===== src/rtl/mem_lsu.sv =====
// Single-outstanding load/store unit: turns byte-addressed load/store requests
// into accesses on a word-addressed, byte-lane RAM with a 1-cycle registered read.
module mem_lsu #(
    parameter int ADDR_WIDTH = 31,
    parameter int DATA_WIDTH = 31
) (
    input  logic                clk,
    input  logic                rst,
    input  logic                clk_en,
    input  logic                i_req_valid,
    output logic                o_req_ready,
    input  logic                i_req_we,
    input  logic [1:0]          i_req_size,
    input  logic                i_req_unsigned,
    input  logic [ADDR_WIDTH:0] i_req_addr,
    input  logic [DATA_WIDTH:0] i_req_wdata,
    output logic                o_rsp_valid,
    output logic [DATA_WIDTH:0] o_rsp_rdata,
    output logic                o_rsp_err,
    output logic                o_ram_read_req,
    output logic [ADDR_WIDTH:0] o_ram_read_addr,
    input  logic [DATA_WIDTH:0] i_ram_read_data,
    output logic                o_ram_write_enable,
    output logic [3:0]          o_ram_byte_enable,
    output logic [ADDR_WIDTH:0] o_ram_write_addr,
    output logic [DATA_WIDTH:0] o_ram_write_data
);

    localparam logic [1:0] SZ_BYTE = 2'b00;
    localparam logic [1:0] SZ_HALF = 2'b01;
    localparam logic [1:0] SZ_WORD = 2'b10;

    typedef enum logic [2:0] {
        S_IDLE     = 3'd0,
        S_RD_ISSUE = 3'd1,
        S_RD_WAIT  = 3'd2,
        S_WR       = 3'd3,
        S_RESP     = 3'd4
    } state_t;

    state_t              r_state;
    logic                r_we;
    logic [1:0]          r_size;
    logic                r_unsigned;
    logic [ADDR_WIDTH:0] r_addr;
    logic [DATA_WIDTH:0] r_wdata;
    logic                r_rsp_valid;
    logic                r_rsp_err;
    logic [DATA_WIDTH:0] r_rsp_rdata;
    logic                r_ram_read_req;
    logic                r_ram_write_enable;
    logic [3:0]          r_ram_byte_enable;

    logic                w_misaligned;
    logic [3:0]          w_byte_enable;
    logic [7:0]          w_lane_byte;
    logic [15:0]         w_lane_half;
    logic [DATA_WIDTH:0] w_load_data;
    logic [DATA_WIDTH:0] w_store_data;

    // Alignment and lane decode look at the live request so the first state
    // transition can already skip the RAM on a bad request.
    always_comb begin
        w_misaligned = 1'b0;
        case (i_req_size)
            SZ_BYTE: w_misaligned = 1'b0;
            SZ_HALF: w_misaligned = i_req_addr[0];
            SZ_WORD: w_misaligned = |i_req_addr[1:0];
            default: w_misaligned = 1'b1;
        endcase
    end

    always_comb begin
        w_byte_enable = 4'b0000;
        case (i_req_size)
            SZ_BYTE: w_byte_enable = 4'b0001 << i_req_addr[1:0];
            SZ_HALF: w_byte_enable = i_req_addr[1] ? 4'b1100 : 4'b0011;
            SZ_WORD: w_byte_enable = 4'b1111;
            default: w_byte_enable = 4'b0000;
        endcase
    end

    always_comb begin
        w_store_data = r_wdata;
        case (r_size)
            SZ_BYTE: w_store_data = {4{r_wdata[7:0]}};
            SZ_HALF: w_store_data = {2{r_wdata[15:0]}};
            default: w_store_data = r_wdata;
        endcase
    end

    always_comb begin
        w_lane_byte = i_ram_read_data[7:0];
        case (r_addr[1:0])
            2'd0:    w_lane_byte = i_ram_read_data[7:0];
            2'd1:    w_lane_byte = i_ram_read_data[15:8];
            2'd2:    w_lane_byte = i_ram_read_data[23:16];
            default: w_lane_byte = i_ram_read_data[31:24];
        endcase
        w_lane_half = r_addr[1] ? i_ram_read_data[31:16] : i_ram_read_data[15:0];
    end

    always_comb begin
        w_load_data = i_ram_read_data;
        case (r_size)
            SZ_BYTE: w_load_data = r_unsigned ? {24'd0, w_lane_byte}
                                              : {{24{w_lane_byte[7]}}, w_lane_byte};
            SZ_HALF: w_load_data = r_unsigned ? {16'd0, w_lane_half}
                                              : {{16{w_lane_half[15]}}, w_lane_half};
            default: w_load_data = i_ram_read_data;
        endcase
    end

    // NOTE: every register here updates with <= so all of them see the
    // pre-edge values of each other, regardless of statement order.
    always_ff @(posedge clk or negedge rst) begin
        if (!rst) begin
            r_state            <= S_IDLE;
            r_we               <= 1'b0;
            r_size             <= 2'b00;
            r_unsigned         <= 1'b0;
            r_addr             <= '0;
            r_wdata            <= '0;
            r_rsp_valid        <= 1'b0;
            r_rsp_err          <= 1'b0;
            r_rsp_rdata        <= '0;
            r_ram_read_req     <= 1'b0;
            r_ram_write_enable <= 1'b0;
            r_ram_byte_enable  <= 4'b0000;
        end else if (clk_en) begin
            case (r_state)
                S_IDLE: begin
                    if (i_req_valid) begin
                        r_we       <= i_req_we;
                        r_size     <= i_req_size;
                        r_unsigned <= i_req_unsigned;
                        r_addr     <= i_req_addr;
                        r_wdata    <= i_req_wdata;
                        if (w_misaligned) begin
                            r_state     <= S_RESP;
                            r_rsp_valid <= 1'b1;
                            r_rsp_err   <= 1'b1;
                        end else if (i_req_we) begin
                            r_state            <= S_WR;
                            r_ram_write_enable <= 1'b1;
                            r_ram_byte_enable  <= w_byte_enable;
                        end else begin
                            r_state        <= S_RD_ISSUE;
                            r_ram_read_req <= 1'b1;
                        end
                    end
                end
                S_RD_ISSUE: begin
                    r_state        <= S_RD_WAIT;
                    r_ram_read_req <= 1'b0;
                end
                S_RD_WAIT: begin
                    r_state     <= S_RESP;
                    r_rsp_valid <= 1'b1;
                    r_rsp_rdata <= r_we ? '0 : w_load_data;
                end
                S_WR: begin
                    r_state            <= S_RESP;
                    r_rsp_valid        <= 1'b1;
                    r_ram_write_enable <= 1'b0;
                    r_ram_byte_enable  <= 4'b0000;
                end
                S_RESP: begin
                    r_state     <= S_IDLE;
                    r_rsp_valid <= 1'b0;
                    r_rsp_err   <= 1'b0;
                    r_rsp_rdata <= '0;
                end
                default: begin
                    r_state            <= S_IDLE;
                    r_rsp_valid        <= 1'b0;
                    r_rsp_err          <= 1'b0;
                    r_rsp_rdata        <= '0;
                    r_ram_read_req     <= 1'b0;
                    r_ram_write_enable <= 1'b0;
                    r_ram_byte_enable  <= 4'b0000;
                end
            endcase
        end
    end

    assign o_req_ready        = (r_state == S_IDLE);
    assign o_rsp_valid        = r_rsp_valid;
    assign o_rsp_err          = r_rsp_err;
    assign o_rsp_rdata        = r_rsp_rdata;
    assign o_ram_read_req     = r_ram_read_req;
    assign o_ram_read_addr    = {2'b00, r_addr[ADDR_WIDTH:2]};
    assign o_ram_write_enable = r_ram_write_enable;
    assign o_ram_byte_enable  = r_ram_byte_enable;
    assign o_ram_write_addr   = {2'b00, r_addr[ADDR_WIDTH:2]};
    assign o_ram_write_data   = w_store_data;

endmodule


===== config.mk =====
export PLATFORM = sky130hd
export DESIGN_NAME = mem_lsu
export DESIGN_NICKNAME = d
export VERILOG_FILES = /design/src/rtl/mem_lsu.sv
export SDC_FILE = /design/constraint.sdc
export NUM_CORES = 1
export LEC_CHECK = 0
export CORE_MARGIN = 2
export CORE_UTILIZATION = 47
export CTS_CLUSTER_DIAMETER = 80
export DETAILED_ROUTE_END_ITERATION = 10
export PLACE_DENSITY = 0.9
export SLEW_MARGIN = 20
export SYNTH_ARGS = -nofsm -noshare
export SYNTH_HDL_FRONTEND = slang
export SYNTH_SLANG_ARGS = --single-unit

===== constraint.sdc =====
create_clock -name clk -period 4.8 [get_ports clk]
set_input_delay 1.2 -clock clk [delete_from_list [all_inputs] [get_ports clk]]
set_output_delay 1.2 -clock clk [all_outputs]
set_load 0.05 [all_outputs]

# Word-level counts from Yosys, hierarchy flattened
# Index checks and enable logic that the tools add are counted.
[classes]
n_eq_ne = 14
shifts = 1
muxes = 31
bitwise = 5
n_reduce_logical = 17
[ops]
columns = ["cell", "n"]
rows = [
  ["case mux 32 bit (2 select lines)", 3],
  ["2-to-1 mux 32 bit", 3],
  ["case mux 8 bit (3 select lines)", 1],
  ["2-to-1 mux 16 bit", 1],
  ["2-to-1 mux 4 bit", 4],
  ["case mux 4 bit (3 select lines)", 1],
  ["OR reduction 3 bit", 4],
  ["AND reduction 5 bit", 2],
  ["case mux 3 bit (3 select lines)", 1],
  ["2-to-1 mux 1 bit", 8],
  ["case mux 4 bit (2 select lines)", 1],
  ["AND reduction 4 bit", 2],
  ["== test 2 x 1 -> 1 bit, second input constant", 3],
  ["== test 3 x 2 -> 1 bit, second input constant", 2],
  ["zero test 2 bit", 3],
  ["2-to-1 mux 3 bit", 2],
  ["inequality test 2 bit, second input constant", 3],
  ["case mux 1 bit (2 select lines)", 3],
  ["case mux 1 bit (3 select lines)", 2],
  ["inverter 1 bit", 5],
  ["== test 2 bit, second input constant", 2],
  ["inequality test 2 x 1 -> 1 bit, second input constant", 2],
  ["AND reduction 2 bit", 2],
  ["OR reduction 2 bit", 2],
  ["6 further kinds", 6],
]
[word_totals]
reg_bits = 111
input_bits = 104
word_cells = 80

# Logic depth before layout (Yosys ltp)
# Gate-level depths: netlist (run 1).
[logic_depth]
ltp_word = 6
ltp_mapped = 7
depth_no_buf = 4

# Worst setup path before layout (run 1)
# OpenSTA, ideal clock, no wires.
[synth_timing]
path_kind = "register to output"
startpoint = "register r_size[0]"
endpoint = "output o_ram_write_data[24]"
arrival_ps = 2059
t_required_ps = 3600
slack_ps = 1541
stages_incl_launch_ff = 5
path_buffers = 2
cell_sequence = "dfrtp_1 -> clkbuf_1 -> buf_2 -> mux2i_1 -> o21ai_0"
[synth_via]
elab_chain_len = 2
[synth_rtl]
columns = ["item", "line", "rtl"]
rows = [
  ["from (decl)", "43", "logic [1:0] r_size;"],
  ["from (signal assigned)", "135", "r_size <= i_req_size;"],
  ["== test 2 x 1 -> 1 bit / zero test 2 bit (equally long branches)", "85", "case (r_size)"],
  ["case mux 32 bit (2 select lines) *", "85", ""],
  ["to (decl)", "26", "output logic [DATA_WIDTH:0] o_ram_write_data"],
]
# Mark *: on every way between the ends. The rest lies on a longest branch, timed or not.

# Worst setup path after layout (run 1)
[layout_timing]
startpoint = "register r_size[1]"
endpoint = "output o_ram_write_data[15]"
# The elaborated chain is that of the path after synthesis.

==> metrics.yaml, run 1 <==
placement:
  place_hpwl_um: 10800
  gp_congestion: 0.861
  place_inst: 789
  io_buffers: 236
  place_ws_ns: 1.19
finish:
  final_cell_mix: "235 x clkdlybuf4s50_1, 110 x dfrtp_1, 83 x mux2_2, 38 x nand2_1, 32 x o21ai_0"
  final_cells: 805
  area_growth_pct: 39.6
  finalNetCount: 757
  final_common_cell: "clkdlybuf4s50_1"
  final_util_pct: 66.7
  drive_above_1_share_pct: 17.3
  diodes: 0
yosys:
  yosys-top-cells-area: "dfrtp_1 49%, mux2_2 16%, buf_4 11%"
  synthArstFlopShare_pct: 100
  synthFlopType: "dfrtp_1"
  syn_area_um2: 5710
  ys_seq_area_share_pct: 48.6
  synth.avg_cell_area_um2: 11.4
  synth-seq-cells: 111
  synth_cells: 500
  yosysTopAreaCellShare_pct: 48.6
  synth_edf_count: 0
  synth_top_cell_by_area: "dfrtp_1"
  yosysUniqueCellTypes: 46
  synth-warning-count: 0
setup_path:
  cp_max_fo: 9
  timing.rr.end: "r_addr[18]"
  cpMaxStageDelayCell: "nor2_1"
  cp-endpoint: "o_ram_write_data[15]"
  worst_r2r_startpoint: "r_state[2]"
  crit_family: "simple AND/OR/NAND/NOR gates"
  crit_chain: "nor2_1, mux2_2, clkdlybuf4s50_1"
  arrival_ns: 2.63
  crit_buf_inv: 1
  critPathLaunch: "r_size[1]"
  slowest_delay_ns: 0.74
  r2r_cells: 3
  critPathLaunchType: "register"
  r2r_slack_ns: 2.21
  cp.depth: 3
  worstPathRequired_ns: 3.60
  end_kind: "primary output"
  critical_path_class: "reg -> out"
sta:
  fin_ws_ns: 0.970
  worst_pin_slew_ns: 1.06
  fin_crit_sh_pct: 79.8
  hold_violations: 0
  fmax_mhz: 261
  rsz0062_at_grt: "false"
  setup_viol: 0
  relSlewSlack_pct: 29.2
  fin_setup_tns_ns: 0
  skew_ns: 0.0114
  fin_crit_ns: 3.83
  drv_slew: 0
hold_path:
  holdCritPathClass: "reg -> reg"
  hold_depth: 2
floorplan:
  die_y_um: 114
  coreArea_um2: 12000
  dieArea_um2: 13100
  std_cell_rows: 40
  die_w_um: 114
  start_util_pct: 47.8
  io_pins: 241
grt:
  met2_usage_pct: 40.7
  grt_util_met3_pct: 4.71
  use_met1_pct: 26.1
  grt_start_max_net_pins: 87
  grt_pass1_wl_um: 23300
  track_usage_pct: 22.7
  grt_pass1_vias: 4631
  busiest_layer: "met2"
  gr-total-overflow: 0
  antenna_found_initial: 0
detailed_routing:
  ant_nets: 0
  first_pass_iters: 4
  route.detailed.drc: 0
  drt-vias-per-instance: 5.58
  num_vias: 4495
  totalWireLength_um: 15100
  routedWlPerCell_um: 18.7
  drt_iter0_markers: 376
cts:
  max-clock-path-buffers: 2
  cts.sinks: 111
  cts_buffers: 9
  cts_hold_buf: 0
  htree_levels: 3
  postCtsSetupRepairBufs: 0
  post_cts_resized: 0
  clk_pin_slew_ns: 0.07
  cts_root_buf: "clkbuf_16"
  clkLatencyLatePin_ns: 0.34
  cts_tree: "built"
outcome:
  outcome: "complete, no violations"
job:
  max_cap_viol_count: 0
[cells in the mapped netlist, types with 3 or more instances]
| cell | n |
|---|---|
| o31ai_1 | 6 |
| o2bb2ai_1 | 3 |
| mux2i_1 | 15 |
| or3_1 | 10 |
| nor3_1 | 11 |
| a21oi_1 | 13 |
| dfrtp_1 | 111 |
| nor2_1 | 8 |
| mux2_2 | 83 |
| a221o_1 | 16 |
| inv_1 | 4 |
| nor2b_1 | 9 |
| buf_2 | 4 |
| nand2b_1 | 4 |
| nand2_1 | 38 |
| a311oi_1 | 6 |
| clkbuf_1 | 15 |
| buf_4 | 80 |
| o21ai_0 | 32 |
[kinds of logic after synthesis]
group / share of synthesized area (%)
other: 0.0656
multiplexers: 19.4
buffers and inverters: 12.4
AO/OA/AOI/OAI: 11.8
flip-flops: 48.6
AND/OR/NAND/NOR: 7.82
[worst min path at each step]
stage / start / end / slack [ns]
6_report: o_rsp_rdata[7] / o_rsp_rdata[7] / 0.48
3_3_place_gp: o_rsp_rdata[5] / o_rsp_rdata[5] / 0.46
2_1_floorplan: r_wdata[16] / r_wdata[16] / 0.47
3_5_place_dp: o_rsp_rdata[7] / o_rsp_rdata[7] / 0.47
5_1_grt: r_wdata[18] / r_wdata[18] / 0.52
4_1_cts: o_rsp_rdata[7] / o_rsp_rdata[7] / 0.49
[per-stage QoR]
step | area (µm²) | hold WS (ns)
3_3_place_gp | 7620 | 0.464
5_1_grt | 7980 | 0.525
2_1_floorplan | 5730 | 0.475
3_5_place_dp | 7620 | 0.474
6_report | 7980 | 0.481
4_1_cts | 7970 | 0.490
[worst register-to-register path, stage by stage (launching register included)]
cell and delay (ns):
dfrtp_1 0.51, nor3_1 0.55, and3_4 0.91, mux2_2 0.50
[final cells by class]
| type | count | area [µm²] |
|---|---|---|
| clock buffers | 9 | 225 |
| clock inverters | 7 | 124 |
| fillers | 848 | 3990 |
| inverters | 4 | 15.0 |
| multi-input cells | 287 | 2250 |
| flip-flops and latches | 111 | 2780 |
| well taps | 147 | 184 |
| repair buffers | 240 | 2390 |
[registers in the layout (all words and copies together), names as in the netlist]
name and cells:
o_rsp_err 1, r_unsigned 1, o_ram_read_req 1, o_ram_write_enable 1, o_ram_byte_enable 4, r_wdata 32
o_rsp_valid 1, r_we 1, o_rsp_rdata 32, r_state 3, r_size 2, r_addr 32
[per-layer routing]
metal  routed length [µm]  vias to the layer above
met5                    0                        -
met4                  357                        0
met3                 1100                       29
met2                 7650                      236
met1                 5950                     2204
li1                     -                     2026
Power of run 1 is not shown: default switching activity piles up to over one toggle a cycle in this logic, so the estimate is an artifact.
==> inputs of run 2 (changes only) <==
Settings changed: CORE_UTILIZATION 47 to 43, PLACE_DENSITY 0.9 to 0.84.
Clock period 4.8 ns to 3.7 ns, I/O delays scaled along.
==> run 2 against run 1 <==
Against the previous run: global-route usage shrank 1.4 points; sequential cell count unchanged; first-iteration DRC count is 15% higher; clock skew shrank 0.0055 ns; wire length increased by 0.35%; cell count increased by 4.5%; die area increased by 9.0%; register-to-register slack worse by 0.95 ns; critical path type unchanged.
==> metrics.yaml, run 2 (synthesized netlist as in run 1, its figures left out) <==
floorplan:
  dieArea_um2: 14200  # was 13100 µm²
  coreArea_um2: 13100  # was 12000 µm²
  die_w_um: 119  # was 114 µm
  die_y_um: 119  # was 114 µm
  io_pins: 241  # unchanged
  std_cell_rows: 42  # was 40
  start_util_pct: 43.7  # was 47.8%
finish:
  final_cells: 841  # was 805
  finalNetCount: 766  # was 757
  n_fill_cell: 1032  # was 848
  seqCellArea_um2: 2780  # about the same
  area_growth_pct: 41.0  # was 39.6%
  multiInputGateArea_um2: 2250  # about the same
  drive_above_1_share_pct: 20.0  # was 17.3%
  final_cell_mix: "218 x clkdlybuf4s50_1, 111 x dfrtp_1, 83 x mux2_2, 38 x nand2_1, 32 x o21ai_0"  # was 235 x clkdlybuf4s50_1, 110 x dfrtp_1, 83 x mux2_2, 38 x nand2_1, 32 x o21ai_0
  final_common_cell: "clkdlybuf4s50_1"  # unchanged
  diodes: 0  # unchanged
sta:
  fin_setup_tns_ns: 0  # unchanged
  setup_viol: 0  # unchanged
  rsz0062_at_grt: "false"  # unchanged
  fmax_mhz: 306
  fin_crit_ns: 3.27
  hold_violations: 0  # unchanged
  drv_slew: 0  # unchanged
  worst_pin_slew_ns: 0.948  # was 1.06 ns
  fin_crit_sh_pct: 88.4
  skew_ns: 0.00589  # was 0.0114 ns
  relSlewSlack_pct: 36.0  # was 29.2%
detailed_routing:
  drt-vias-per-instance: 5.37  # was 5.58
  drt_iter0_markers: 432  # was 376
  totalWireLength_um: 15100  # about the same
  first_pass_iters: 4  # unchanged
  ant_nets: 0  # unchanged
  route.detailed.drc: 0  # unchanged
  routedWlPerCell_um: 18.0  # was 18.7 µm
  num_vias: 4520  # was 4495
grt:
  track_usage_pct: 21.3  # was 22.7%
  grt_start_max_net_pins: 64  # was 87
  gr-total-overflow: 0  # unchanged
  grt_pass1_vias: 4743  # was 4631
  grt_pass1_wl_um: 24200  # was 23300 µm
  antenna_found_initial: 0  # unchanged
setup_path:
  critical_path_class: "reg -> out"  # unchanged
  cpMaxStageDelayCell: "dfrtp_1"  # was nor2_1
  slowest_delay_ns: 0.91  # was 0.74 ns
  critPathLaunchType: "register"  # unchanged
  crit_chain: "nand2_1, o21ai_0, clkdlybuf4s50_1"  # was nor2_1, mux2_2, clkdlybuf4s50_1
  worstPathRequired_ns: 2.77  # was 3.60 ns
  end_kind: "primary output"  # unchanged
  cp_max_fo: 26  # was 9
  critPathLaunch: "r_size[1]"  # unchanged
  worst_r2r_startpoint: "r_state[2]"  # unchanged
  arrival_ns: 2.34  # was 2.63 ns
placement:
  io_buffers: 236  # unchanged
  gp_congestion: 0.896  # was 0.861
  place_hpwl_um: 11300  # was 10800 µm
  place_inst: 827  # was 789
cts:
  cts_root_buf: "clkbuf_16"  # unchanged
  cts_hold_buf: 0  # unchanged
  clkLatencyLatePin_ns: 0.34  # about the same
  clk_pin_slew_ns: 0.07  # about the same
  postCtsSetupRepairBufs: 0  # unchanged
  max-clock-path-buffers: 2  # unchanged
  cts.sinks: 111  # unchanged
  cts_tree: "built"  # unchanged
  post_cts_resized: 0  # unchanged
  htree_levels: 3  # unchanged
  cts_buffers: 9  # unchanged
hold_path:
  holdCritPathClass: "reg -> reg"  # unchanged
  hold_start: "o_rsp_rdata[3]"  # was o_rsp_rdata[7]
outcome:
  outcome: "complete, no violations"  # unchanged
job:
  max_cap_viol_count: 0  # unchanged
==> run 2: cell count changes in the layout (fill, tap and decap cells not counted), moves of 2 or more <==
cell             before  now
bufinv_16             3    0
clkbuf_1              0    2
buf_4                 4   22
buf_12                0    9
clkbuf_8              0    2
clkdlybuf4s50_1     235  218
inv_6                 3    0
==> run 2: area by class of cell <==
cell class | count | share of cell area (%)
clock buffer | 13 | 3.23
clock inverter | 1 | 0.0621
sequential | 111 | 34.5
timing repair buffer | 249 | 31.4
inverter | 4 | 0.186
tap | 176 | 2.73
multi-input combinational | 287 | 27.9
==> run 2: stage by stage <==
stage | cell area (µm²) | hold slack (ns) | utilization [%] | setup WS, ns
floorplan | 5730 | 0.475 | - | 0.716
global placement | 7790 | 0.463 | 59.5 | 0.786
detailed placement | 7790 | 0.468 | 59.5 | 0.712
CTS | 8060 | 0.483 | 61.6 | 0.386
global route | 8060 | 0.504 | 61.6 | 0.282
finish | 8060 | 0.481 | 61.6 | 0.431
==> run 2: worst paths after layout <==
path | to | depth (start not counted) | slack [ns]
max | o_ram_write_data[28] | 3 | 0.43
min | o_rsp_rdata[3] | 2 | 0.48
max reg2reg | r_wdata[7] | 4 | 1.26
min reg2reg | o_rsp_rdata[3] | 2 | 0.48
max in group asynchronous | o_rsp_rdata[16] | 2 | 2.34
min in group asynchronous | r_addr[13] | 1 | 0.60
==> run 2: critical path, delay by kind of cell (launching register included) <==
kind	cells	cell delay [ns]
flops	1	0.91
buf+inv	1	0.85
compound gates	1	0.13
simple gates	1	0.11
==> run 2: metal layers <==
layer	wire (µm)	GRT usage [%]	up-vias	share of wire, %
met2	7640	37.4	212	51
met3	1230	5.65	26	8.2
met5	0	0	-	0
met1	5880	24.9	2241	39
li1	-	-	2041	-
met4	352	8.11	0	2.3
Power of run 2 is left out for the same reason.
==> inputs of run 3 (changes only) <==
==> constraint.sdc (replaced) <==
create_clock -name clk -period 3.7 [get_ports clk]
set_input_delay 0.74 -clock clk [delete_from_list [all_inputs] [get_ports clk]]
set_output_delay 0.74 -clock clk [all_outputs]
set_load 0.05 [all_outputs]
==> run 3 against run 2 <==
Against the previous run: highest routed layer unchanged; utilization up 0.48 points; global-route usage down 0.29 points; clock skew up 0.0015 ns.
==> metrics.yaml, run 3 (synthesized netlist as in run 1, its figures left out) <==
outcome:
  outcome: "complete, no violations"  # unchanged
placement:
  place_hpwl_um: 11000  # was 11300 µm
  gp_congestion: 0.849  # was 0.896
  place_ws_ns: 0.848  # was 0.712 ns
  io_buffers: 236  # unchanged
floorplan:
  die_y_um: 119  # unchanged
  dieArea_um2: 14200  # unchanged
  io_pins: 241  # unchanged
  start_util_pct: 43.7  # unchanged
  coreArea_um2: 13100  # unchanged
  std_cell_rows: 42  # unchanged
  die_w_um: 119  # unchanged
cts:
  cts_buffers: 9  # unchanged
  postCtsSetupRepairBufs: 0  # unchanged
  cts_tree: "built"  # unchanged
  clkLatencyLatePin_ns: 0.35  # was 0.34 ns
  cts_root_buf: "clkbuf_16"  # unchanged
  post_cts_resized: 0  # unchanged
  clk_pin_slew_ns: 0.08  # was 0.07 ns
  max-clock-path-buffers: 2  # unchanged
  htree_levels: 3  # unchanged
  cts_hold_buf: 0  # unchanged
  cts.sinks: 111  # unchanged
detailed_routing:
  dr_wl_met2_um: 7040  # was 7640 µm
  totalWireLength_um: 15000  # was 15100 µm
  num_vias: 4494  # was 4520
  wl_met1_um: 6310  # was 5880 µm
  first_pass_iters: 5  # was 4
  routedWlPerCell_um: 17.8  # was 18.0 µm
  ant_nets: 0  # unchanged
  met3_length_um: 1340  # was 1230 µm
  drt-vias-per-instance: 5.35  # was 5.37
  highest_layer: "met4"  # unchanged
  route.detailed.drc: 0  # unchanged
  drt_iter0_markers: 333  # was 432
sta:
  fin_crit_ns: 3.16  # was 3.27 ns
  drv_slew: 0  # unchanged
  rsz0062_at_grt: "false"  # unchanged
  worst_pin_slew_ns: 1.02  # was 0.948 ns
  fin_ws_ns: 0.545  # was 0.431 ns
  fin_setup_tns_ns: 0  # unchanged
  skew_ns: 0.00736  # was 0.00589 ns
  setup_viol: 0  # unchanged
  fin_crit_sh_pct: 85.3  # was 88.4%
  relSlewSlack_pct: 31.4  # was 36.0%
  hold_violations: 0  # unchanged
  fmax_mhz: 317  # was 306 MHz
finish:
  n_fill_cell: 994  # was 1032
  final_cell_mix: "227 x clkdlybuf4s50_1, 111 x dfrtp_1, 83 x mux2_2, 38 x nand2_1, 32 x o21ai_0"  # was 218 x clkdlybuf4s50_1, 111 x dfrtp_1, 83 x mux2_2, 38 x nand2_1, 32 x o21ai_0
  finalNetCount: 763  # was 766
  final_common_cell: "clkdlybuf4s50_1"  # unchanged
  area_growth_pct: 42.1  # was 41.0%
  drive_above_1_share_pct: 18.8  # was 20.0%
  diodes: 0  # unchanged
setup_path:
  arrival_ns: 2.42  # was 2.34 ns
  end_kind: "primary output"  # unchanged
  worstPathRequired_ns: 2.96  # was 2.77 ns
  critical_path_class: "reg -> out"  # unchanged
  cp_max_fo: 26  # unchanged
  r2r_slack_ns: 1.33  # was 1.26 ns
  critPathLaunchType: "register"  # unchanged
  r2r_cells: 4  # unchanged
grt:
  track_usage_pct: 21.0  # was 21.3%
  gr-total-overflow: 0  # unchanged
  grt_pass1_wl_um: 23800  # was 24200 µm
  grt_pass1_vias: 4581  # was 4743
  antenna_found_initial: 0  # unchanged
  grt_start_max_net_pins: 57  # was 64
hold_path:
  holdCritPathClass: "in -> async"  # was reg -> reg
job:
  max_cap_viol_count: 0  # unchanged
==> run 3: changes by cell type in the layout (fill, tap and decap cells not counted), sizes merged <==
cell           change
bufinv             +2
inv                +3
clkdlybuf4s50      +9
buf               -12
clkinvlp           +1
clkbuf             -4
==> run 3: worst paths after layout <==
check,from,to
max reg2reg,r_size[1],o_rsp_rdata[5]
min in group clk,o_ram_write_enable,o_ram_write_enable
max,r_size[1],o_ram_write_data[18]
min,rst,o_rsp_rdata[13]
max in group asynchronous,rst,r_wdata[30]
min reg2reg,o_ram_write_enable,o_ram_write_enable
==> run 3: metal layers <==
layer / vias up / track usage [%]
met5: - / 0
met4: 0 / 7.96
met3: 27 / 5.03
met2: 254 / 34.2
met1: 2182 / 27.3
li1: 2031 / -
==> run 3: critical path: stages, from the launching register on <==
cell,delay [ns]
dfrtp_1,0.94
mux2_2,0.42
clkdlybuf4s50_1,0.71
==> run 3: layout make-up <==
class | instances | area, µm² | share of cell area, %
Clock inverter | 7 | 103 | 1.26
Timing Repair Buffer | 246 | 2530 | 31.1
Multi-Input combinational cell | 287 | 2250 | 27.7
Clock buffer | 9 | 225 | 2.77
Inverter | 4 | 15.0 | 0.185
Sequential cell | 111 | 2780 | 34.2
Tap cell | 176 | 220 | 2.71
==> run 3: through the flow <==
step	instances	hold slack, ns	util, %	cell area [µm²]
floorplan	503	0.444	-	5730
global placement	824	0.468	59.5	7790
detailed placement	824	0.474	59.5	7790
CTS	840	0.467	62.0	8120
global route	840	0.497	62.0	8120
finish	840	0.451	62.0	8120
Power of run 3 is left out for the same reason.
